===== src/rtl/pipeline_ctl_chain.sv =====
// Control-word pipeline from decode through DEPTH registered stages, with
// per-stage stall/flush, automatic bubble insertion and retire/bubble counters.
module pipeline_ctl_stage #(
  parameter int               WIDTH    = 16,
  parameter logic [WIDTH-1:0] NOP_WORD = '0
) (
  input  logic             clk,
  input  logic             rst_n,
  input  logic             flush,
  input  logic             hold,
  input  logic             up_valid,
  input  logic [WIDTH-1:0] up_word,
  output logic             valid,
  output logic [WIDTH-1:0] word
);
  // Invalid entries always carry NOP_WORD, so the word mux keys off up_valid.
  always_ff @(posedge clk or negedge rst_n) begin
    if (!rst_n) begin
      valid <= 1'b0;
      word  <= NOP_WORD;
    end else if (flush) begin
      valid <= 1'b0;
      word  <= NOP_WORD;
    end else if (!hold) begin
      valid <= up_valid;
      word  <= up_valid ? up_word : NOP_WORD;
    end
  end
endmodule

module pipeline_ctl_chain #(
  parameter int               WIDTH    = 16,
  parameter int               DEPTH    = 3,
  parameter logic [WIDTH-1:0] NOP_WORD = '0,
  parameter int               CNT_W    = 32
) (
  input  logic                   i_clk,
  input  logic                   i_reset_n,
  input  logic                   i_in_valid,
  input  logic [WIDTH-1:0]       i_in_word,
  input  logic [DEPTH-1:0]       i_stall,
  input  logic [DEPTH-1:0]       i_flush,
  input  logic                   i_cnt_clear,
  output logic                   o_in_ready,
  output logic [DEPTH*WIDTH-1:0] o_word,
  output logic [DEPTH-1:0]       o_valid,
  output logic                   o_retire,
  output logic [CNT_W-1:0]       o_retire_cnt,
  output logic [CNT_W-1:0]       o_bubble_cnt
);
  localparam logic [CNT_W-1:0] CNT_ONE = {{(CNT_W-1){1'b0}}, 1'b1};

  logic [DEPTH-1:0]            hold;
  logic [DEPTH-1:0]            up_valid;
  logic [DEPTH-1:0][WIDTH-1:0] up_word;
  logic [DEPTH-1:0][WIDTH-1:0] words;

  // hold is monotonic toward decode, so "upstream held, this stage free"
  // reduces to masking the upstream valid with the upstream hold.
  always_comb begin
    hold     = '0;
    up_valid = '0;
    up_word  = '0;
    hold[DEPTH-1] = i_stall[DEPTH-1];
    for (int s = DEPTH-2; s >= 0; s--)
      hold[s] = i_stall[s] | hold[s+1];
    up_valid[0] = i_in_valid;
    up_word[0]  = i_in_word;
    for (int s = 1; s < DEPTH; s++) begin
      up_valid[s] = o_valid[s-1] & ~hold[s-1];
      up_word[s]  = words[s-1];
    end
  end

  for (genvar s = 0; s < DEPTH; s++) begin : g_stage
    pipeline_ctl_stage #(.WIDTH(WIDTH), .NOP_WORD(NOP_WORD)) u_stage (
      .clk     (i_clk),
      .rst_n   (i_reset_n),
      .flush   (i_flush[s]),
      .hold    (hold[s]),
      .up_valid(up_valid[s]),
      .up_word (up_word[s]),
      .valid   (o_valid[s]),
      .word    (words[s])
    );
  end

  assign o_word     = words;
  assign o_in_ready = ~hold[0];
  assign o_retire   = o_valid[DEPTH-1] & ~i_stall[DEPTH-1];

  always_ff @(posedge i_clk or negedge i_reset_n) begin
    if (!i_reset_n) begin
      o_retire_cnt <= '0;
      o_bubble_cnt <= '0;
    end else if (i_cnt_clear) begin
      o_retire_cnt <= '0;
      o_bubble_cnt <= '0;
    end else begin
      if (o_retire)          o_retire_cnt <= o_retire_cnt + CNT_ONE;
      if (!o_valid[DEPTH-1]) o_bubble_cnt <= o_bubble_cnt + CNT_ONE;
    end
  end
endmodule


===== config.mk =====
export PLATFORM = sky130hd
export DESIGN_NAME = pipeline_ctl_chain
export DESIGN_NICKNAME = d
export VERILOG_FILES = /design/src/rtl/pipeline_ctl_chain.sv
export SDC_FILE = /design/constraint.sdc
export NUM_CORES = 1
export LEC_CHECK = 0
export ABC_CLOCK_PERIOD_IN_PS = 2700
export BUFFER_PORTS_ARGS = -buffer_cell sky130_fd_sc_hd__buf_2
export CAP_MARGIN = 20
export CORE_UTILIZATION = 52
export DETAILED_ROUTE_END_ITERATION = 12
export GPL_TIMING_DRIVEN = 0
export PLACE_DENSITY_LB_ADDON = 0.25
export SETUP_SLACK_MARGIN = 0.05
export SLEW_MARGIN = 5
export SYNTH_ARGS = -nofsm -noshare
export SYNTH_HDL_FRONTEND = slang
export SYNTH_SLANG_ARGS = --single-unit

===== constraint.sdc =====
create_clock -name i_clk -period 2.7 [get_ports i_clk]
set_clock_uncertainty 0.2 [all_clocks]
set_input_delay 0.135 -clock i_clk [delete_from_list [all_inputs] [get_ports i_clk]]
set_output_delay 0.135 -clock i_clk [all_outputs]
set_load 0.01 [all_outputs]

# Word level (Yosys, flattened, before mapping)
# Index checks and enable logic that the tools add are counted.
[classes]
n_addsub = 2
n_mux = 19
bitwise_logic = 8
n_reduce_logical = 1
n_eq_ne = 4
[ops]
columns = ["operator", "count"]
rows = [
  ["$mux W16", 9],
  ["$mux W32", 4],
  ["$add A32 B1 Y32 const B", 2],
  ["$mux W1", 6],
  ["$ne A2 B2 Y1 const B", 3],
  ["$and A1 B1 Y1", 3],
  ["$not A1 Y1", 3],
  ["$ne A2 B1 Y1 const B", 1],
  ["$or A1 B1 Y1", 2],
  ["$reduce_bool A2 Y1", 1],
]
[word_totals]
register_bits = 115
out_inout_bits = 117

# Longest topological paths before layout
# Gate-level depths: netlist (run 1).
[depth]
depth_word = 7
depth_mapped = 8

# Hierarchy
# Synthesis (run 1) repeated with hierarchy kept, for this count alone.
[unflattened]
hier_cells = 506
hier_area_um2 = 5529.1
[modules_own_cells]
columns = ["module", "n_inst", "area_per_inst_um2", "cells_per_inst", "seq_area_each_um2"]
rows = [
  ["pipeline_ctl_chain", 1, 3513.4, 377, 1601.5],
  ["pipeline_ctl_stage", 3, 671.9, 43, 425.4],
]

# Worst setup path after synthesis (run 1)
# OpenSTA, ideal clock, no wires.
[synth_timing]
path_kind = "flip-flop to flip-flop"
start = "register o_bubble_cnt[8]"
end = "register o_bubble_cnt[25]"
stages_incl_launch_ff = 7
period_less_slack_ns = 1.968
n_path_buf = 1
slack_ns = 0.732
setup_time_ns = 0.129
arrival_ns = 1.639
cell_sequence = "dfrtp_1 > nand4_2 > or4_4 > buf_6 > nor4b_4 > xnor2_1 > nor2_1"
[synth_between]
elab_chain_len = 3
[synth_lines]
columns = ["element", "line", "source"]
rows = [
  ["from (decl)", "49", "output logic [CNT_W-1:0] o_bubble_cnt"],
  ["from (signal assigned)", "101", "if (!o_valid[DEPTH-1]) o_bubble_cnt <= o_bubble_cnt + CNT_ONE;"],
  ["$add A32 B1 Y32", "101", ""],
  ["$mux W32", "101", ""],
  ["$mux W32", "96", "end else if (i_cnt_clear) begin"],
]
# Every way passes these cells. The select of a mux whose other input is x is not followed.
# A chain may end at the register's enable or synchronous reset.

# Worst setup path after layout (run 1)
[layout_timing]
start = "input i_stall[0]"
end = "register g_stage[0].u_stage.word[1]"
[layout_between]
elab_chain_len = 2
[layout_lines]
columns = ["element", "line", "source"]
rows = [
  ["from (decl)", "41", "input logic [DEPTH-1:0] i_stall,"],
  ["$or A1 B1 Y1", "66", "hold[s] = i_stall[s] | hold[s+1];"],
  ["$ne A2 B2 Y1 (no line)", "n/a", ""],
  ["to (signal assigned)", "26", "word <= up_valid ? up_word : NOP_WORD;"],
  ["to (decl)", "14", "output logic [WIDTH-1:0] word"],
]
# Every way passes these cells.

==> PnR_summary.wiki, run 1 <==
{| class="wikitable"
! Metric !! Value
|-
| Outcome || finished clean
|-
| Vias post-DR || 4323
|-
| Deepest level of the CTS H-tree || 4
|-
| Global-route wire length before repair || 20700 µm
|-
| Number of nets in the final layout || 678
|-
| Count of final hold-check violations || 0
|-
| Core box area || 9730 µm²
|-
| ANT nets after route || 0
|-
| Portion of the post-synthesis area used by sequential elements || 55.5%
|-
| Worst-path maximum fanout || 8
|-
| Asr flop ratio synth || 100%
|-
| Cell type with the highest aggregate area in the netlist || dfrtp_1
|-
| Filler instances || 707
|-
| Ant diodes || 0
|-
| Area enclosed by the die boundary || 10400 µm²
|-
| Global placer's final weighted congestion || 0.824
|-
| Flip-flop and latch count after synthesis || 115
|-
| Top area cells in the synthesized netlist || dfrtp_1, a22o_1, xor2_1
|-
| Via count of the first global-routing pass || 4326
|-
| Detailed-route vias per instance || 5.43
|-
| Number of top-level pins || 143
|-
| Total overflow reported by the global router || 0
|-
| Number of antenna violations at the first check in global routing || 0
|-
| Number of post-CTS setup repair buffers || 0
|-
| Tightest Pin Transition || 892 ps
|-
| Effective utilization at floorplan || 53.3%
|-
| Layout overhead on the synthesized area || 35.4%
|-
| Post-route clock period utilization || 83.9%
|-
| PwrDens || 591 nW/µm²
|-
| RSZ-0062 raised after global routing || false
|-
| Kind of start point of the critical path || primary input
|-
| Number of max-cap violations || 0
|-
| Final worst path period need || 2270 ps
|-
| Sum of routed wire segments on met1 || 5480 µm
|-
| Category of the worst setup path capture point || flip-flop
|-
| Clock tree from TritonCTS || built
|-
| Setup TNS || 0 ps
|-
| Largest net degree at the start of global routing || 60
|-
| Average cell area after synthesis || 11.4 µm²
|-
| First-pass DRT Iterations || 5
|-
| Ordered cell list for the critical path || dlygate4sd3_1 > buf_2 > or3_1 > nor3b_2 > a22o_1 > dlygate4sd3_1
|-
| Crit path largest cell delay || 550 ps
|-
| CTS sink cnt || 115
|-
| Highest achievable clock rate || 441 MHz
|-
| Bufs and invs on worst path || 3
|-
| Leading post-synthesis cells by instance count || dfrtp_1, nor2_1, a22o_1, xor2_1, nand2_1
|-
| Wire length on met2 || 6530 µm
|-
| Number of remaining DRC errors || 0
|-
| Final setup fails || 0
|-
| Clock slew at reported path FFs || 50 ps
|-
| Distinct cells, synth || 43
|-
| Prevailing post-synth register cell || dfrtp_1
|-
| Count of hold buffers inserted by post-cts repair || 32
|-
| Port Buffer Count || 141
|-
| Total number of yosys warnings || 0
|-
| Root cell of the clock tree || clkbuf_8
|-
| Overall track demand over capacity in global routing || 26.2%
|-
| Most frequent cell after synthesis || dfrtp_1
|-
| Gate Count Post-Synth || 457
|-
| Top routing layer in use || met4
|-
| Die Span Y || 102 µm
|-
| Leakage Power || 3.58 nW
|-
| Layout cell share with drive strength beyond 1 || 31.4%
|-
| Kind of cell adding the most delay to the critical path || buffers and inverters
|-
| Power Total || 0.00415 W
|-
| Routed wl met3 || 740 µm
|-
| Violation count after the first detailed-route iteration || 160
|-
| EDFF count, synth || 0
|-
| Clk Latency, worst-skew pair || 520 ps
|-
| Setup Crit Path Kind || primary input to flip-flop
|-
| Share of the synthesized area in the top cell type || 55.5%
|-
| Total wire length || 12900 µm
|-
| Hold/Removal Path Class || primary input to flip-flop
|-
| Core utilization of the finished layout || 72.2%
|-
| Cells after DPL || 732
|-
| DP Wirelength || 8380 µm
|-
| Max Root-Sink Buffers || 2
|-
| Arrival time reported for the critical path endpoint || 2520 ps
|-
| Number of clock buffers inserted by TritonCTS || 17
|-
| Post-CTS resize count || 0
|-
| Routed len/inst || 16.2 µm
|-
| Number of pins with negative max-slew slack in the final report || 0
|-
| Worst ir drop on vdd || 0.428 mV
|-
| Normalized max-slew margin || 40.0%
|-
| Post-Synthesis Cell Area || 5190 µm²
|-
| Hold Slack || 26.5 ps
|-
| Width of the chip || 102 µm
|-
| Library cell contributing the largest single delay on the critical path || dlygate4sd3_1
|-
| Most prevalent standard cell on the critical path || dlygate4sd3_1
|-
| Data required time of the critical path || 2950 ps
|-
| Row Count || 36
|-
| Synthesized net count || 485
|-
| Number of non-filler instances in the completed layout || 796
|}
## logic make-up after synthesis
logic type      count (synthesis)  synth area share (%)
xor+xnor                       56                  9.45
mux                             2                 0.386
flops                         115                  55.5
compound gates                 63                  9.70
fa+ha+maj                       2                 0.482
simple gates                  190                  21.3
buf+inv                        29                  3.16
## power breakdown
part           internal [W]  total, W  leakage, nW  switching, W
combinational     0.0000688  0.000168         1.69     0.0000992
sequential          0.00173   0.00174         1.60     0.0000104
clock               0.00147   0.00224        0.291      0.000769
## placed cells by master (no fill, tap or decap), drive strengths merged, types with 2 or more instances in the layout
| master | Yosys | routed |
|---|---|---|
| buf | 10 | 153 |
| dfrtp | 115 | 115 |
| nor2 | 69 | 69 |
| a22o | 48 | 48 |
| clkbuf | 11 | 33 |
| xor2 | 31 | 31 |
| dlygate4sd3 | 0 | 31 |
| nand2 | 27 | 27 |
| xnor2 | 25 | 25 |
| nand4 | 22 | 22 |
| nand3 | 13 | 13 |
| nor4 | 13 | 13 |
| nor3 | 10 | 10 |
| or3 | 8 | 8 |
| inv | 7 | 7 |
| and3 | 7 | 7 |
| o21ai | 6 | 6 |
| a21oi | 6 | 6 |
| and4 | 6 | 6 |
| clkinv | 0 | 5 |
| nand4b | 4 | 4 |
| a21o | 3 | 3 |
| bufinv | 0 | 3 |
| nor2b | 2 | 2 |
| mux2i | 2 | 2 |
| nor3b | 2 | 2 |
| or2 | 2 | 2 |
| ha | 2 | 2 |
| clkinvlp | 0 | 2 |
| nor4b | 2 | 2 |
## state kept, by name, summed over array words and instances, names as in the netlist
| name | cells |
|---|---|
| g_stage.u_stage.valid | 3 |
| g_stage.u_stage.word | 48 |
| o_bubble_cnt | 32 |
| o_retire_cnt | 32 |
## worst min-delay path, cell delays in order
cell and delay, ps:
buf_2 110, nor3b_2 90, buf_2 200, a21o_1 160
## layout make-up
cell class / instances / area [µm²] / area share, %
multi-input cells: 313 / 2150 / 30.5
inverters: 7 / 26.3 / 0.374
plain buffers: 22 / 138 / 1.96
clock buffers: 22 / 463 / 6.59
flip-flops and latches: 115 / 2880 / 41.0
clock inverters: 10 / 130 / 1.85
repair buffers: 174 / 1080 / 15.3
well taps: 133 / 166 / 2.37
## through the flow
stage	instance area (µm²)	setup slack (ps)
final	7020	435
after global routing	7020	288
after CTS	7020	483
after detailed placement	6090	530
after global placement	6060	0.716
after floorplan	5190	732
## routing by layer
layer / GRT usage [%] / up-vias
li1: - / 2022
met1: 32.6 / 2132
met2: 43.8 / 150
met3: 7.32 / 19
met4: 9.67 / 0
met5: 0 / -
## path summary, 6_finish.rpt
kind | start | to | slack [ps] | cells after the start
max in group asynchronous | i_reset_n | g_stage[1].u_stage.word[6] | 1530 | 4
min in group asynchronous | i_reset_n | o_bubble_cnt[26] | 510 | 4
hold / removal | i_flush[0] | g_stage[0].u_stage.valid | 30 | 4
hold reg to reg | g_stage[2].u_stage.word[14] | g_stage[2].u_stage.word[14] | 300 | 1
setup / recovery | i_stall[0] | g_stage[0].u_stage.word[1] | 430 | 6
setup reg to reg | o_retire_cnt[0] | o_retire_cnt[22] | 470 | 6
(Power assumes the default switching activity.)
==> run 2, diff against run 1 <==
--- a/config.mk
+++ b/config.mk
@@ -5,10 +5,10 @@
 export SDC_FILE = /design/constraint.sdc
 export NUM_CORES = 1
 export LEC_CHECK = 0
-export ABC_CLOCK_PERIOD_IN_PS = 2700
+export ABC_CLOCK_PERIOD_IN_PS = 1900
 export BUFFER_PORTS_ARGS = -buffer_cell sky130_fd_sc_hd__buf_2
 export CAP_MARGIN = 20
-export CORE_UTILIZATION = 52
+export CORE_UTILIZATION = 47
 export DETAILED_ROUTE_END_ITERATION = 12
 export GPL_TIMING_DRIVEN = 0
 export PLACE_DENSITY_LB_ADDON = 0.25
==> constraint.sdc (replaced) <==
create_clock -name i_clk -period 1.9 [get_ports i_clk]
set_clock_uncertainty 0.2 [all_clocks]
set_input_delay 0.095 -clock i_clk [delete_from_list [all_inputs] [get_ports i_clk]]
set_output_delay 0.095 -clock i_clk [all_outputs]
set_load 0.01 [all_outputs]
==> PnR_summary.wiki, run 2 (synthesis results as in run 1) <==
{| class="wikitable"
! Metric !! Value
|-
| Layout cell share with drive strength beyond 1 || 41.5%
|-
| Arrival time reported for the critical path endpoint || 2260 ps
|-
| Clock power frac || 54.3%
|-
| Total overflow reported by the global router || 0
|-
| Effective utilization at floorplan || 49.4%
|-
| Clk Latency, worst-skew pair || 510 ps
|-
| Highest achievable clock rate || 493 MHz
|-
| Flip-flop count of the largest register, all copies and words added || 48
|-
| Number of non-filler instances in the completed layout || 850
|-
| Share of total power in sequential cells || 41.5%
|-
| Most used cells in the layout excluding fill and tap cells || buf_2, dfrtp_1, nor2_1, a22o_1, buf_4
|-
| ANT nets after route || 0
|-
| Hold/Removal Path Class || primary input to flip-flop
|-
| Overall track demand over capacity in global routing || 24.9%
|-
| Depth of the critical timing path with buffers and inverters included || 6
|-
| Switching power total || 0.00128 W
|-
| Global placer's final weighted congestion || 0.826
|-
| Crit path largest cell delay || 420 ps
|-
| Data required time of the critical path || 2130 ps
|-
| Internal cell power || 0.00468 W
|-
| Global-route wire length before repair || 22100 µm
|-
| Failing checks || setup timing
|-
| Outcome || complete, but fails checks
|-
| Number of max-cap violations || 0
|-
| Area enclosed by the die boundary || 11500 µm²
|-
| Final setup margin || -127 ps
|-
| Clock tree from TritonCTS || built
|-
| Detailed-route vias per instance || 5.37
|-
| Violation count after the first detailed-route iteration || 212
|-
| Cell depth of the worst flop-to-flop path || 6
|-
| RSZ-0062 raised after global routing || true
|-
| Row Count || 37
|-
| CTS sink cnt || 115
|-
| Worst ir drop on vdd || 0.475 mV
|-
| Setup Crit Path Kind || flip-flop to flip-flop
|-
| DP Wirelength || 8470 µm
|-
| Most common cell after layout, fill and taps aside || buf_2
|-
| Number of antenna violations at the first check in global routing || 0
|-
| Root cell of the clock tree || clkbuf_8
|-
| Combinational cell fraction of total power || 4.1%
|-
| Number of clock buffers inserted by TritonCTS || 17
|-
| Ant diodes || 0
|-
| Fraction of power spent switching nets || 21.5%
|-
| Layout overhead on the synthesized area || 50.1%
|-
| Kind of cell adding the most delay to the critical path || simple AND/OR/NAND/NOR gates
|-
| Category of the worst setup path capture point || flip-flop
|-
| Leakage Power || 4.04 nW
|-
| Deepest level of the CTS H-tree || 4
|-
| Max Root-Sink Buffers || 2
|-
| Final worst path period need || 2030 ps
|-
| Die Span Y || 107 µm
|-
| Ordered cell list for the critical path || nand4_1 > buf_6 > nor4_4 > nand4_4 > or3_4 > a21oi_2
|-
| Largest net degree at the start of global routing || 71
|-
| Tightest Pin Transition || 583 ps
|-
| Biggest registers after layout || g_stage.u_stage.word (48), o_bubble_cnt (32), o_retire_cnt (32)
|-
| Number of stages on the worst hold path || 4
|-
| Kind of start point of the critical path || flip-flop
|-
| Worst-path maximum fanout || 7
|-
| Number of pins with negative max-slew slack in the final report || 0
|-
| Port Buffer Count || 141
|-
| Core box area || 10500 µm²
|-
| Routed len/inst || 16.4 µm
|-
| Bufs and invs on worst path || 1
|-
| Count of final hold-check violations || 0
|-
| Final setup fails || 13
|-
| Post-route clock period utilization || 107%
|-
| Power Total || 0.00597 W
|-
| Vias post-DR || 4568
|-
| Via count of the first global-routing pass || 4540
|-
| Number of nets in the final layout || 729
|-
| Library cell contributing the largest single delay on the critical path || dfrtp_1
|-
| Register ranked first by flip-flop count || g_stage.u_stage.word
|-
| PwrDens || 766 nW/µm²
|-
| Normalized max-slew margin || 60.8%
|-
| First-pass DRT Iterations || 4
|-
| Width of the chip || 107 µm
|-
| Cells after DPL || 735
|-
| Number of remaining DRC errors || 0
|-
| Number of top-level pins || 143
|-
| Total wire length || 13900 µm
|-
| Clock slew at reported path FFs || 60 ps
|}
[run 2: changes by cell type in the layout (fill, tap and decap cells not counted), moves of 7 or more]
cell           change
dlygate4sd3_1      +9
dfrtp_1           -11
nor3_1             -8
dfrtp_2           +11
buf_4             +35
buf_6              +7
nor4_4             +8
[run 2: final timing paths]
kind,startpoint,endpoint,slack [ps]
min in group asynchronous,i_reset_n,o_bubble_cnt[24],420
min reg2reg,g_stage[2].u_stage.word[13],g_stage[2].u_stage.word[13],290
min,i_stall[2],g_stage[1].u_stage.word[3],70
max reg2reg,o_retire_cnt[8],o_retire_cnt[31],-130
max,o_retire_cnt[8],o_retire_cnt[31],-130
max in group asynchronous,i_reset_n,o_bubble_cnt[3],390
[run 2: tightest hold or removal path, stage by stage]
cell and delay, ps:
buf_2 140, nor2_1 110, nor2_1 120, a22o_1 260
[run 2: area by class of cell]
cell class / instances / area (µm²)
Clock inverter: 14 / 188
Buffer: 21 / 146
Timing Repair Buffer: 226 / 1490
Inverter: 7 / 26.3
Multi-Input combinational cell: 313 / 2450
Fill cell: 695 / 2720
Sequential cell: 115 / 2890
Clock buffer: 18 / 418
Tap cell: 136 / 170
[run 2: per-layer routing]
| metal | GRT usage [%] | routed length [µm] | up-vias |
|---|---|---|---|
| li1 | - | - | 2125 |
| met1 | 30.7 | 5770 | 2270 |
| met2 | 42.5 | 7170 | 161 |
| met3 | 7.78 | 884 | 12 |
| met4 | 6.26 | 114 | 0 |
| met5 | 0 | 0 | - |
[run 2: power groups by stage]
stage / Combinational (W) / Sequential, W / Clock [W]
6_report: 0.000246 / 0.00248 / 0.00324
5_1_grt: 0.000271 / 0.00248 / 0.00340
4_1_cts: 0.000236 / 0.00248 / 0.00327
3_5_place_dp: 0.000189 / 0.00252 / 0
3_3_place_gp: 0.000177 / 0.00252 / 0
2_1_floorplan: 0.0000633 / 0.00252 / 0
[run 2: timing repair]
item,CTS,global route
hold buffers,40,0
setup endpoints to repair,39,56
setup buffers,27,17
resized for setup,27,39
endpoints found under the hold margin,210,0
pin swaps,17,20
[run 2: per-stage QoR]
step	TNS (ps)	hold slack, ps	cell area (µm²)	util (%)	worst slack (ps)
after global placement	-93820	112	6100	58.0	-989
after CTS	-636	44.4	7480	71.2	-92.6
after detailed placement	-4540	-142	6130	58.4	-242
after floorplan	-160	-401	5220	-	-48.4
final	-748	67.5	7780	74.1	-127
after global routing	-2760	66.1	7780	74.1	-181
